==> src/rtl/mem_wb_stage_pkg.sv <==
// Shared constants and types for the MEM/WB boundary: load-op codes, stall
// vector bit positions and the register-bus aliases used by the core.
package mem_wb_stage_pkg;

   localparam int REG_BUS_W      = 32;
   localparam int REG_ADDR_BUS_W = 5;

   typedef logic [REG_BUS_W-1:0]      reg_bus_t;
   typedef logic [REG_ADDR_BUS_W-1:0] reg_addr_t;

   localparam reg_bus_t ZERO_WORD     = '0;
   localparam logic     WRITE_ENABLE  = 1'b1;
   localparam logic     WRITE_DISABLE = 1'b0;

   localparam int STALL_MEM_BIT = 4;
   localparam int STALL_WB_BIT  = 5;

   typedef enum logic [2:0] {
      LOAD_OP_NONE = 3'd0,
      LOAD_OP_LB   = 3'd1,
      LOAD_OP_LBU  = 3'd2,
      LOAD_OP_LH   = 3'd3,
      LOAD_OP_LHU  = 3'd4,
      LOAD_OP_LW   = 3'd5,
      LOAD_OP_LWL  = 3'd6,
      LOAD_OP_LWR  = 3'd7
   } load_op_e;

endpackage

==> src/rtl/mem_wb_stage_if.sv <==
// MEM/WB boundary bundle: MEM-stage result and pipeline control in, register
// file and HI/LO write ports out.
interface mem_wb_stage_if #(
   parameter int DATA_W = 32,
   parameter int REG_AW = 5
);
   logic              stall_mem;
   logic              stall_wb;
   logic              flush;
   logic [REG_AW-1:0] mem_wd;
   logic              mem_wreg;
   logic [DATA_W-1:0] mem_wdata;
   logic [2:0]        mem_load_op;
   logic [1:0]        mem_addr_lo;
   logic [DATA_W-1:0] mem_rdata;
   logic [DATA_W-1:0] mem_rt_old;
   logic              mem_whilo;
   logic [DATA_W-1:0] mem_hi;
   logic [DATA_W-1:0] mem_lo;

   logic [REG_AW-1:0] wb_wd;
   logic              wb_wreg;
   logic [DATA_W-1:0] wb_wdata;
   logic              wb_whilo;
   logic [DATA_W-1:0] wb_hi;
   logic [DATA_W-1:0] wb_lo;

   modport master (
      output stall_mem, stall_wb, flush, mem_wd, mem_wreg, mem_wdata,
             mem_load_op, mem_addr_lo, mem_rdata, mem_rt_old,
             mem_whilo, mem_hi, mem_lo,
      input  wb_wd, wb_wreg, wb_wdata, wb_whilo, wb_hi, wb_lo
   );

   modport slave (
      input  stall_mem, stall_wb, flush, mem_wd, mem_wreg, mem_wdata,
             mem_load_op, mem_addr_lo, mem_rdata, mem_rt_old,
             mem_whilo, mem_hi, mem_lo,
      output wb_wd, wb_wreg, wb_wdata, wb_whilo, wb_hi, wb_lo
   );
endinterface

==> src/rtl/mem_wb_stage_load_align.sv <==
// Big-endian load extraction: picks the addressed byte/half, extends it, and
// performs the LWL/LWR merges with the old rt value. Purely combinational.
module load_align
   import mem_wb_stage_pkg::*;
#(
   parameter int DATA_W = 32
) (
   input  logic [2:0]        load_op,
   input  logic [1:0]        addr_lo,
   input  logic [DATA_W-1:0] rdata,
   input  logic [DATA_W-1:0] rt_old,
   input  logic [DATA_W-1:0] wdata_in,
   output logic [DATA_W-1:0] wdata_out
);

   logic [7:0]  byte_sel;
   logic [15:0] half_sel;

   // Lane 0 is the most significant byte; addr_lo[0] never matters for halves
   // because misaligned halfword loads trap in MEM.
   always_comb begin
      case (addr_lo)
         2'd0:    byte_sel = rdata[31:24];
         2'd1:    byte_sel = rdata[23:16];
         2'd2:    byte_sel = rdata[15:8];
         default: byte_sel = rdata[7:0];
      endcase
      half_sel = addr_lo[1] ? rdata[15:0] : rdata[31:16];
   end

   always_comb begin
      wdata_out = wdata_in;
      case (load_op_e'(load_op))
         LOAD_OP_LB:  wdata_out = {{24{byte_sel[7]}}, byte_sel};
         LOAD_OP_LBU: wdata_out = {24'd0, byte_sel};
         LOAD_OP_LH:  wdata_out = {{16{half_sel[15]}}, half_sel};
         LOAD_OP_LHU: wdata_out = {16'd0, half_sel};
         LOAD_OP_LW:  wdata_out = rdata;
         LOAD_OP_LWL: begin
            case (addr_lo)
               2'd0:    wdata_out = rdata;
               2'd1:    wdata_out = {rdata[23:0], rt_old[7:0]};
               2'd2:    wdata_out = {rdata[15:0], rt_old[15:0]};
               default: wdata_out = {rdata[7:0],  rt_old[23:0]};
            endcase
         end
         LOAD_OP_LWR: begin
            case (addr_lo)
               2'd0:    wdata_out = {rt_old[31:8],  rdata[31:24]};
               2'd1:    wdata_out = {rt_old[31:16], rdata[31:16]};
               2'd2:    wdata_out = {rt_old[31:24], rdata[31:8]};
               default: wdata_out = rdata;
            endcase
         end
         default:     wdata_out = wdata_in;
      endcase
   end

endmodule

==> src/rtl/mem_wb_stage.sv <==
// MEM/WB pipeline register. Flush and a MEM-only stall insert a bubble so
// WB never sees a stale write; a full stall holds everything.
module mem_wb_stage
   import mem_wb_stage_pkg::*;
#(
   parameter int DATA_W = 32,
   parameter int REG_AW = 5
) (
   input logic           clk,
   input logic           rst,
   mem_wb_stage_if.slave bus
);

   logic [DATA_W-1:0] load_wdata;

   logic [REG_AW-1:0] wd_d, wd_q;
   logic              wreg_d, wreg_q;
   logic [DATA_W-1:0] wdata_d, wdata_q;
   logic              whilo_d, whilo_q;
   logic [DATA_W-1:0] hi_d, hi_q;
   logic [DATA_W-1:0] lo_d, lo_q;

   logic bubble, capture;

   load_align #(.DATA_W(DATA_W)) u_load_align (
      .load_op   (bus.mem_load_op),
      .addr_lo   (bus.mem_addr_lo),
      .rdata     (bus.mem_rdata),
      .rt_old    (bus.mem_rt_old),
      .wdata_in  (bus.mem_wdata),
      .wdata_out (load_wdata)
   );

   assign bubble  = bus.flush || (bus.stall_mem && !bus.stall_wb);
   assign capture = !bus.stall_mem;

   always_comb begin
      wd_d    = wd_q;
      wreg_d  = wreg_q;
      wdata_d = wdata_q;
      whilo_d = whilo_q;
      hi_d    = hi_q;
      lo_d    = lo_q;
      if (bubble) begin
         wd_d    = '0;
         wreg_d  = WRITE_DISABLE;
         wdata_d = '0;
         whilo_d = WRITE_DISABLE;
         hi_d    = '0;
         lo_d    = '0;
      end else if (capture) begin
         wd_d    = bus.mem_wd;
         wreg_d  = bus.mem_wreg;
         wdata_d = load_wdata;
         whilo_d = bus.mem_whilo;
         hi_d    = bus.mem_hi;
         lo_d    = bus.mem_lo;
      end
   end

   always_ff @(posedge clk or posedge rst) begin
      if (rst) begin
         wd_q    <= '0;
         wreg_q  <= WRITE_DISABLE;
         wdata_q <= '0;
         whilo_q <= WRITE_DISABLE;
         hi_q    <= '0;
         lo_q    <= '0;
      end else begin
         wd_q    <= wd_d;
         wreg_q  <= wreg_d;
         wdata_q <= wdata_d;
         whilo_q <= whilo_d;
         hi_q    <= hi_d;
         lo_q    <= lo_d;
      end
   end

   assign bus.wb_wd    = wd_q;
   assign bus.wb_wreg  = wreg_q;
   assign bus.wb_wdata = wdata_q;
   assign bus.wb_whilo = whilo_q;
   assign bus.wb_hi    = hi_q;
   assign bus.wb_lo    = lo_q;

   // ctrl must never release MEM while WB is still stalled
   a_stall_order: assert property (@(posedge clk) disable iff (rst)
      !(!bus.stall_mem && bus.stall_wb));

endmodule
==> src/flat_wrapper.sv <==
// flat-port wrapper written by rule: the top's interface ports become plain ports
module mem_wb_stage_flat import mem_wb_stage_pkg::*;
#(
   parameter int DATA_W = 32,
   parameter int REG_AW = 5
)
  (clk, rst, bus_stall_mem, bus_stall_wb, bus_flush, bus_mem_wd, bus_mem_wreg, bus_mem_wdata, bus_mem_load_op, bus_mem_addr_lo, bus_mem_rdata, bus_mem_rt_old, bus_mem_whilo, bus_mem_hi, bus_mem_lo, bus_wb_wd, bus_wb_wreg, bus_wb_wdata, bus_wb_whilo, bus_wb_hi, bus_wb_lo);
  mem_wb_stage_if #(.DATA_W(DATA_W), .REG_AW(REG_AW)) bus_i ();
  input logic clk;
  input logic rst;
  input wire logic [$bits(bus_i.stall_mem)-1:0] bus_stall_mem;
  input wire logic [$bits(bus_i.stall_wb)-1:0] bus_stall_wb;
  input wire logic [$bits(bus_i.flush)-1:0] bus_flush;
  input wire logic [$bits(bus_i.mem_wd)-1:0] bus_mem_wd;
  input wire logic [$bits(bus_i.mem_wreg)-1:0] bus_mem_wreg;
  input wire logic [$bits(bus_i.mem_wdata)-1:0] bus_mem_wdata;
  input wire logic [$bits(bus_i.mem_load_op)-1:0] bus_mem_load_op;
  input wire logic [$bits(bus_i.mem_addr_lo)-1:0] bus_mem_addr_lo;
  input wire logic [$bits(bus_i.mem_rdata)-1:0] bus_mem_rdata;
  input wire logic [$bits(bus_i.mem_rt_old)-1:0] bus_mem_rt_old;
  input wire logic [$bits(bus_i.mem_whilo)-1:0] bus_mem_whilo;
  input wire logic [$bits(bus_i.mem_hi)-1:0] bus_mem_hi;
  input wire logic [$bits(bus_i.mem_lo)-1:0] bus_mem_lo;
  output wire logic [$bits(bus_i.wb_wd)-1:0] bus_wb_wd;
  output wire logic [$bits(bus_i.wb_wreg)-1:0] bus_wb_wreg;
  output wire logic [$bits(bus_i.wb_wdata)-1:0] bus_wb_wdata;
  output wire logic [$bits(bus_i.wb_whilo)-1:0] bus_wb_whilo;
  output wire logic [$bits(bus_i.wb_hi)-1:0] bus_wb_hi;
  output wire logic [$bits(bus_i.wb_lo)-1:0] bus_wb_lo;
  assign bus_i.stall_mem = bus_stall_mem;
  assign bus_i.stall_wb = bus_stall_wb;
  assign bus_i.flush = bus_flush;
  assign bus_i.mem_wd = bus_mem_wd;
  assign bus_i.mem_wreg = bus_mem_wreg;
  assign bus_i.mem_wdata = bus_mem_wdata;
  assign bus_i.mem_load_op = bus_mem_load_op;
  assign bus_i.mem_addr_lo = bus_mem_addr_lo;
  assign bus_i.mem_rdata = bus_mem_rdata;
  assign bus_i.mem_rt_old = bus_mem_rt_old;
  assign bus_i.mem_whilo = bus_mem_whilo;
  assign bus_i.mem_hi = bus_mem_hi;
  assign bus_i.mem_lo = bus_mem_lo;
  assign bus_wb_wd = bus_i.wb_wd;
  assign bus_wb_wreg = bus_i.wb_wreg;
  assign bus_wb_wdata = bus_i.wb_wdata;
  assign bus_wb_whilo = bus_i.wb_whilo;
  assign bus_wb_hi = bus_i.wb_hi;
  assign bus_wb_lo = bus_i.wb_lo;
  mem_wb_stage #(.DATA_W(DATA_W), .REG_AW(REG_AW)) u_core (.clk(clk), .rst(rst), .bus(bus_i));
endmodule
==> config.mk <==
export PLATFORM = sky130hd
export DESIGN_NAME = mem_wb_stage_flat
export DESIGN_NICKNAME = d
export VERILOG_FILES = /design/src/rtl/mem_wb_stage_pkg.sv /design/src/rtl/mem_wb_stage_if.sv /design/src/rtl/mem_wb_stage_load_align.sv /design/src/rtl/mem_wb_stage.sv /design/src/flat_wrapper.sv
export SDC_FILE = /design/constraint.sdc
export NUM_CORES = 1
export LEC_CHECK = 0
export BUFFER_PORTS_ARGS = -buffer_cell sky130_fd_sc_hd__buf_2
export CORE_ASPECT_RATIO = 0.9
export CORE_UTILIZATION = 50
export DETAILED_ROUTE_END_ITERATION = 6
export PLACE_DENSITY = 0.82
export SYNTH_ARGS = -nofsm -noshare
export SYNTH_HDL_FRONTEND = slang
export SYNTH_HIERARCHICAL = 1
export SYNTH_SLANG_ARGS = --single-unit
export TNS_END_PERCENT = 1
==> constraint.sdc <==
create_clock -name clk -period 4.8 [get_ports clk]
set_clock_uncertainty 0.1 [all_clocks]
set_input_delay 0.96 -clock clk [delete_from_list [all_inputs] [get_ports clk]]
set_output_delay 0.96 -clock clk [all_outputs]
set_load 0.01 [all_outputs]
Word level (Yosys, flattened, before mapping)
Index checks and enable logic that the tools add are counted.
Word-level totals
  bits in registers: 103
  input bits: 177
  output and inout bits: 103
  logic and storage cells: 37
Cells by class
  eq/ne operators: 10
  multiplexer cells: 17
  reduce and logical (&&, ||, !) cells: 4
Operator list (number)
  $pmux 32 s7: 1
  $mux 32: 6
  $pmux 32 s3: 2
  $pmux 8 s3: 1
  $mux 16: 1
  $eq 3x3->1 const B: 4
  $mux 5: 2
  $eq 3x2->1 const B: 2
  $mux 1: 4
  $eq 3x1->1 const B: 1
  $eq 2x1->1 const B: 1
  $eq 2x2->1 const B: 1
  $logic_not 2->1: 1
  $ne 2x1->1 const B: 1
  $logic_and 1x1->1: 1
  $logic_not 1->1: 1
  $logic_or 1x1->1: 1

Logic depth before layout (Yosys ltp)
  depth after elaboration: 5
  gate-level depth with buffers: 10
  depth with buffers taken out: 7

By module
The synthesis kept the hierarchy.
By module, submodules not included
  mem_wb_stage: instances 1, cells each 458, area each 4904.7 um^2, seq. area each 2577.5 um^2
  load_align: instances 1, cells each 310, area each 2317.2 um^2, seq. area each 0.0 um^2

Worst setup path after synthesis
OpenSTA, ideal clock, no wires.
  path type: input -> register
  start point: in bus_mem_addr_lo[0]
  end point: reg u_core.wdata_q[0], in the netlist u_core/bus.wb_wdata[0]
  library setup time: 136 ps
  data arrival time: 2309 ps
  data required time: 4564 ps
  setup slack: 2254 ps
  cell stages on the path: 8
  buffers on the path: 3
  cells stage by stage: buf_6 buf_6 buf_2 mux4_2 a222oi_1 a31oi_1 nand2b_1 a21oi_1
On the way
  longest elaborated chain between the ends: 5
RTL lines
  start, declared: line flat_wrapper.sv:18  | input wire logic [$bits(bus_i.mem_addr_lo)-1:0] bus_mem_addr_lo;
  $eq 2x2->1, or another cell as far along: line mem_wb_stage_load_align.sv:22, mem_wb_stage_load_align.sv:40, mem_wb_stage_load_align.sv:48
  $pmux 32 s3, or another cell as far along: line mem_wb_stage_load_align.sv:48  | case (addr_lo)
  $pmux 32 s7 (*): line mem_wb_stage_load_align.sv:33  | case (load_op_e'(load_op))
  net u_core.load_wdata[0]: line mem_wb_stage.sv:14  | logic [DATA_W-1:0] load_wdata;
  $mux 32 (*): line mem_wb_stage.sv:51  | end else if (capture) begin
  $mux 32 (*): line mem_wb_stage.sv:44  | if (bubble) begin
  end signal, assigned: line mem_wb_stage.sv:72  | wdata_q <= wdata_d;
  end, declared: line mem_wb_stage.sv:18  | logic [DATA_W-1:0] wdata_d, wdata_q;
The timed path passes the listed nets; every way through them passes the cells marked *. The select of a mux whose other input is x is not followed.
A chain may end at the register's enable or synchronous reset.

Worst setup path in the final report
  start point: in bus_mem_addr_lo[0]
  end point: reg u_core.wdata_q[20], in the netlist u_core/bus.wb_wdata[20]
Same word-level chain as after synthesis.

==> results.tsv <==
stage	metric	value	unit
run_status	outcome	complete, no violations	
clock_network	cts_tree	built	
global_route	grt_pass1_vias	6457	
logic_synthesis	synthFlopType	dfrtp_1	
hold_path	hold_start	u_core/bus.wb_hi[13]	
power_and_ir_drop	irDropWorstVdd	0.198	mV
route	final_antenna_net_count	0	
power_and_ir_drop	internal_power	0.00160	W
floorplanning	core-area	14100	µm²
logic_synthesis	synthArstFlopShare	100	%
layout	syn2layout_area_growth	21.6	%
hold_path	hp-class	reg2reg	
worst_setup_path	end_kind	flip-flop	
clock_network	clkTransAtPathRegs	0.07	ns
logic_synthesis	syn_area_per_cell	9.40	µm²
timing	finalMaxSlewViolations	0	
timing	period_minus_slack	3.37	ns
logic_synthesis	yosysWarnings	6	
logic_synthesis	synth_common_cells	nand2b_1, dfrtp_1, a21oi_1	
timing	max_freq	296	MHz
layout	layout-drive-gt1-share	41.7	%
floorplanning	die_width	129	µm
floorplanning	std_cell_rows	41	
clock_network	h-tree-depth	3	
global_route	antenna_found_initial	0	
worst_setup_path	crit_path_top_delay_cell	buf_2	
layout	final_core_util	62.5	%
power_and_ir_drop	powerDensity	258	nW/µm²
power_and_ir_drop	combPwrFrac	24.4	%
logic_synthesis	synth_edf_count	0	
logic_synthesis	synth_most_common_cell	nand2b_1	
clock_network	cts-root-buf	clkbuf_16	
logic_synthesis	syn-num-nets	945	
power_and_ir_drop	p_leak	3.99	nW
floorplanning	initial_utilization	51.4	%
power_and_ir_drop	p_clk_share	34.3	%
route	avgViaCountPerCell	5.93	
global_route	grt_use_met1	40.3	%
clock_network	clock_latency	0.34	ns
clock_network	cts_hold_buffers	0	
logic_synthesis	synth.largest_area_cell	dfrtp_1	
power_and_ir_drop	seqPwrFrac	41.3	%
global_route	grt_pass1_wl	34400	µm
worst_setup_path	crit_fanout	48	
worst_setup_path	r2r_slack	3.97	ns
worst_setup_path	cpLargestDelayFamily	compound AO/OA/AOI/OAI gates	
route	routedWlPerCell	19.3	µm
worst_setup_path	cp.required	4.89	ns
route	detail_route.first_pass.iterations	6	
worst_setup_path	path_buf_inv	1	
route	drtIter0Drc	780	
clock_network	cts_buffers	9	
global_route	grt.busiest_layer	met2	
clock_network	cts_resized	0	
clock_network	cts_buffer_depth	2	
timing	finalCritPeriodShare	70.3	%
logic_synthesis	yosysSeqAreaShare	35.7	%
timing	rsz0062_at_grt	no	
floorplanning	ios	280	
timing	finalHoldViolations	0	
worst_setup_path	r2r_start	u_core/bus.wb_lo[19]	
run	maxCapViolCount	0	
worst_setup_path	arrival	3.46	ns
route	drc	0	
worst_setup_path	cpMostUsedCell	mux2i_1	
global_route	grt_max_degree	160	
route	vias	7079	
timing	tightest_slew	1.09	ns
route	drt-total-wl	23000	µm
power_and_ir_drop	switchingPower	0.000668	W
global_route	overflow	0	
global_route	gr-usage-all-layers	30.1	%
floorplanning	dieArea	14900	µm²
logic_synthesis	synth_top_area_share	35.7	%
placed_design	port_buffers	279	
worst_setup_path	critPathMaxStageDelay	0.80	ns
power_and_ir_drop	swShare	29.5	%
worst_setup_path	crit_type	in2reg	
logic_synthesis	synth_seq_cells	103	
logic_synthesis	yosysUniqueCellTypes	53	
placed_design	dp_hpwl	16300	µm
timing	setup_viol	0	
timing	relSlewSlack	25.4	%
global_route	grt_use_met3	6.79	%
placed_design	gp_congestion	0.997	
clock_network	cts_sinks	103	
worst_setup_path	crit_chain	buf_2 -> mux2i_1 -> mux2i_1 -> o21ai_4 -> nand2_4 -> o32a_1 -> nand2b_1 -> a21oi_1	
global_route	use_met2	49.3	%
worst_setup_path	worstSetupStartpointType	input port	
clock_network	post_cts_buffers	0	
layout	nets	1172	
logic_synthesis	synth_area	7220	µm²
worst_setup_path	critical_path.startpoint	bus_mem_addr_lo[0]	
timing	fin_tns_setup	0	ns
floorplanning	die_h	116	µm
logic_synthesis	postSynthCellCount	768	
logic_synthesis	synth_area_leaders	dfrtp_1, nand2b_1, mux4_2, nand3_2, a21oi_1	
routing by layer:
metal | vias to the layer above | share of wire, %
met5 | - | 0
met4 | 0 | 2.2
met3 | 50 | 10
met2 | 434 | 48
met1 | 3356 | 40
li1 | 3239 | -
registers in the layout (all words and copies together) (netlist names):
signal / cells
u_core/bus.wb_hi: 32
u_core/bus.wb_lo: 32
u_core/bus.wb_wdata: 32
u_core/bus.wb_wd: 5
u_core/bus.wb_whilo: 1
u_core/bus.wb_wreg: 1
placed cells by master, fill, tap and decap left out, drive strengths merged, types with 8 or more instances in the layout:
cell	count
a21oi	117
a222oi	10
a31oi	14
and3	9
buf	291
clkbuf	10
dfrtp	103
mux2	11
mux2i	16
mux4	23
nand2	50
nand2b	104
nand3	106
nor2	37
o21ai	34
o22a	9
o32a	8
cell type report:
class | instances | area, µm²
antenna | 1 | 2.50
clock buffer | 10 | 229
clock inverter | 5 | 81.3
fill | 1253 | 5270
inverter | 4 | 17.5
multi-input combinational | 586 | 4140
sequential | 103 | 2580
tap | 193 | 241
timing repair buffer | 291 | 1500
cell families (layout without fill, tap and decap cells):
logic type / count (synthesis) / count (layout) / share of synthesized area, %
and+or+nand+nor: 319 / 319 / 25.7
AOI/OAI and AO/OA: 215 / 215 / 20.2
DFF: 103 / 103 / 35.7
buffers and inverters: 79 / 310 / 7.05
muxes: 50 / 50 / 11.1
adders and majority gates: 1 / 1 / 0.139
xor gates and xnor gates: 1 / 1 / 0.121
other: 0 / 1 / 0
final timing paths:
kind	to	cells after the start
max in group asynchronous	u_core/bus.wb_hi[29]	3
min	u_core/bus.wb_hi[13]	2
min in group asynchronous	u_core/bus.wb_lo[3]	3
max reg2reg	u_core/bus.wb_lo[19]	2
min reg2reg	u_core/bus.wb_hi[13]	2
max	u_core/bus.wb_wdata[20]	8
power by group through the flow:
stage | Clock, W | Combinational (W) | Sequential (W)
after floorplan | 0 | 0.000328 | 0.000974
after global placement | 0 | 0.000536 | 0.000951
after detailed placement | 0 | 0.000544 | 0.000953
after CTS | 0.000796 | 0.000546 | 0.000937
after global routing | 0.000825 | 0.000597 | 0.000942
final | 0.000777 | 0.000552 | 0.000937
per-stage QoR:
step / instance area, µm² / std cells / total power (W) / hold WS, ns / setup WS [ns]
6_report: 8780 / 1193 / 0.00227 / 0.432 / 1.43
3_5_place_dp: 8470 / 1177 / 0.00150 / 0.423 / 1.11
5_1_grt: 8780 / 1192 / 0.00236 / 0.456 / 1.24
3_3_place_gp: 8470 / 1177 / 0.00149 / 0.417 / 1.18
2_1_floorplan: 7220 / 768 / 0.00130 / 0.467 / 1.04
4_1_cts: 8780 / 1192 / 0.00228 / 0.432 / 1.49
worst min-delay path, stage by stage, from the launching register on:
cell     delay [ns]
dfrtp_1        0.37
nand3_1        0.06
a21oi_1        0.06
No activity file was read; power rests on OpenSTA's default activity.
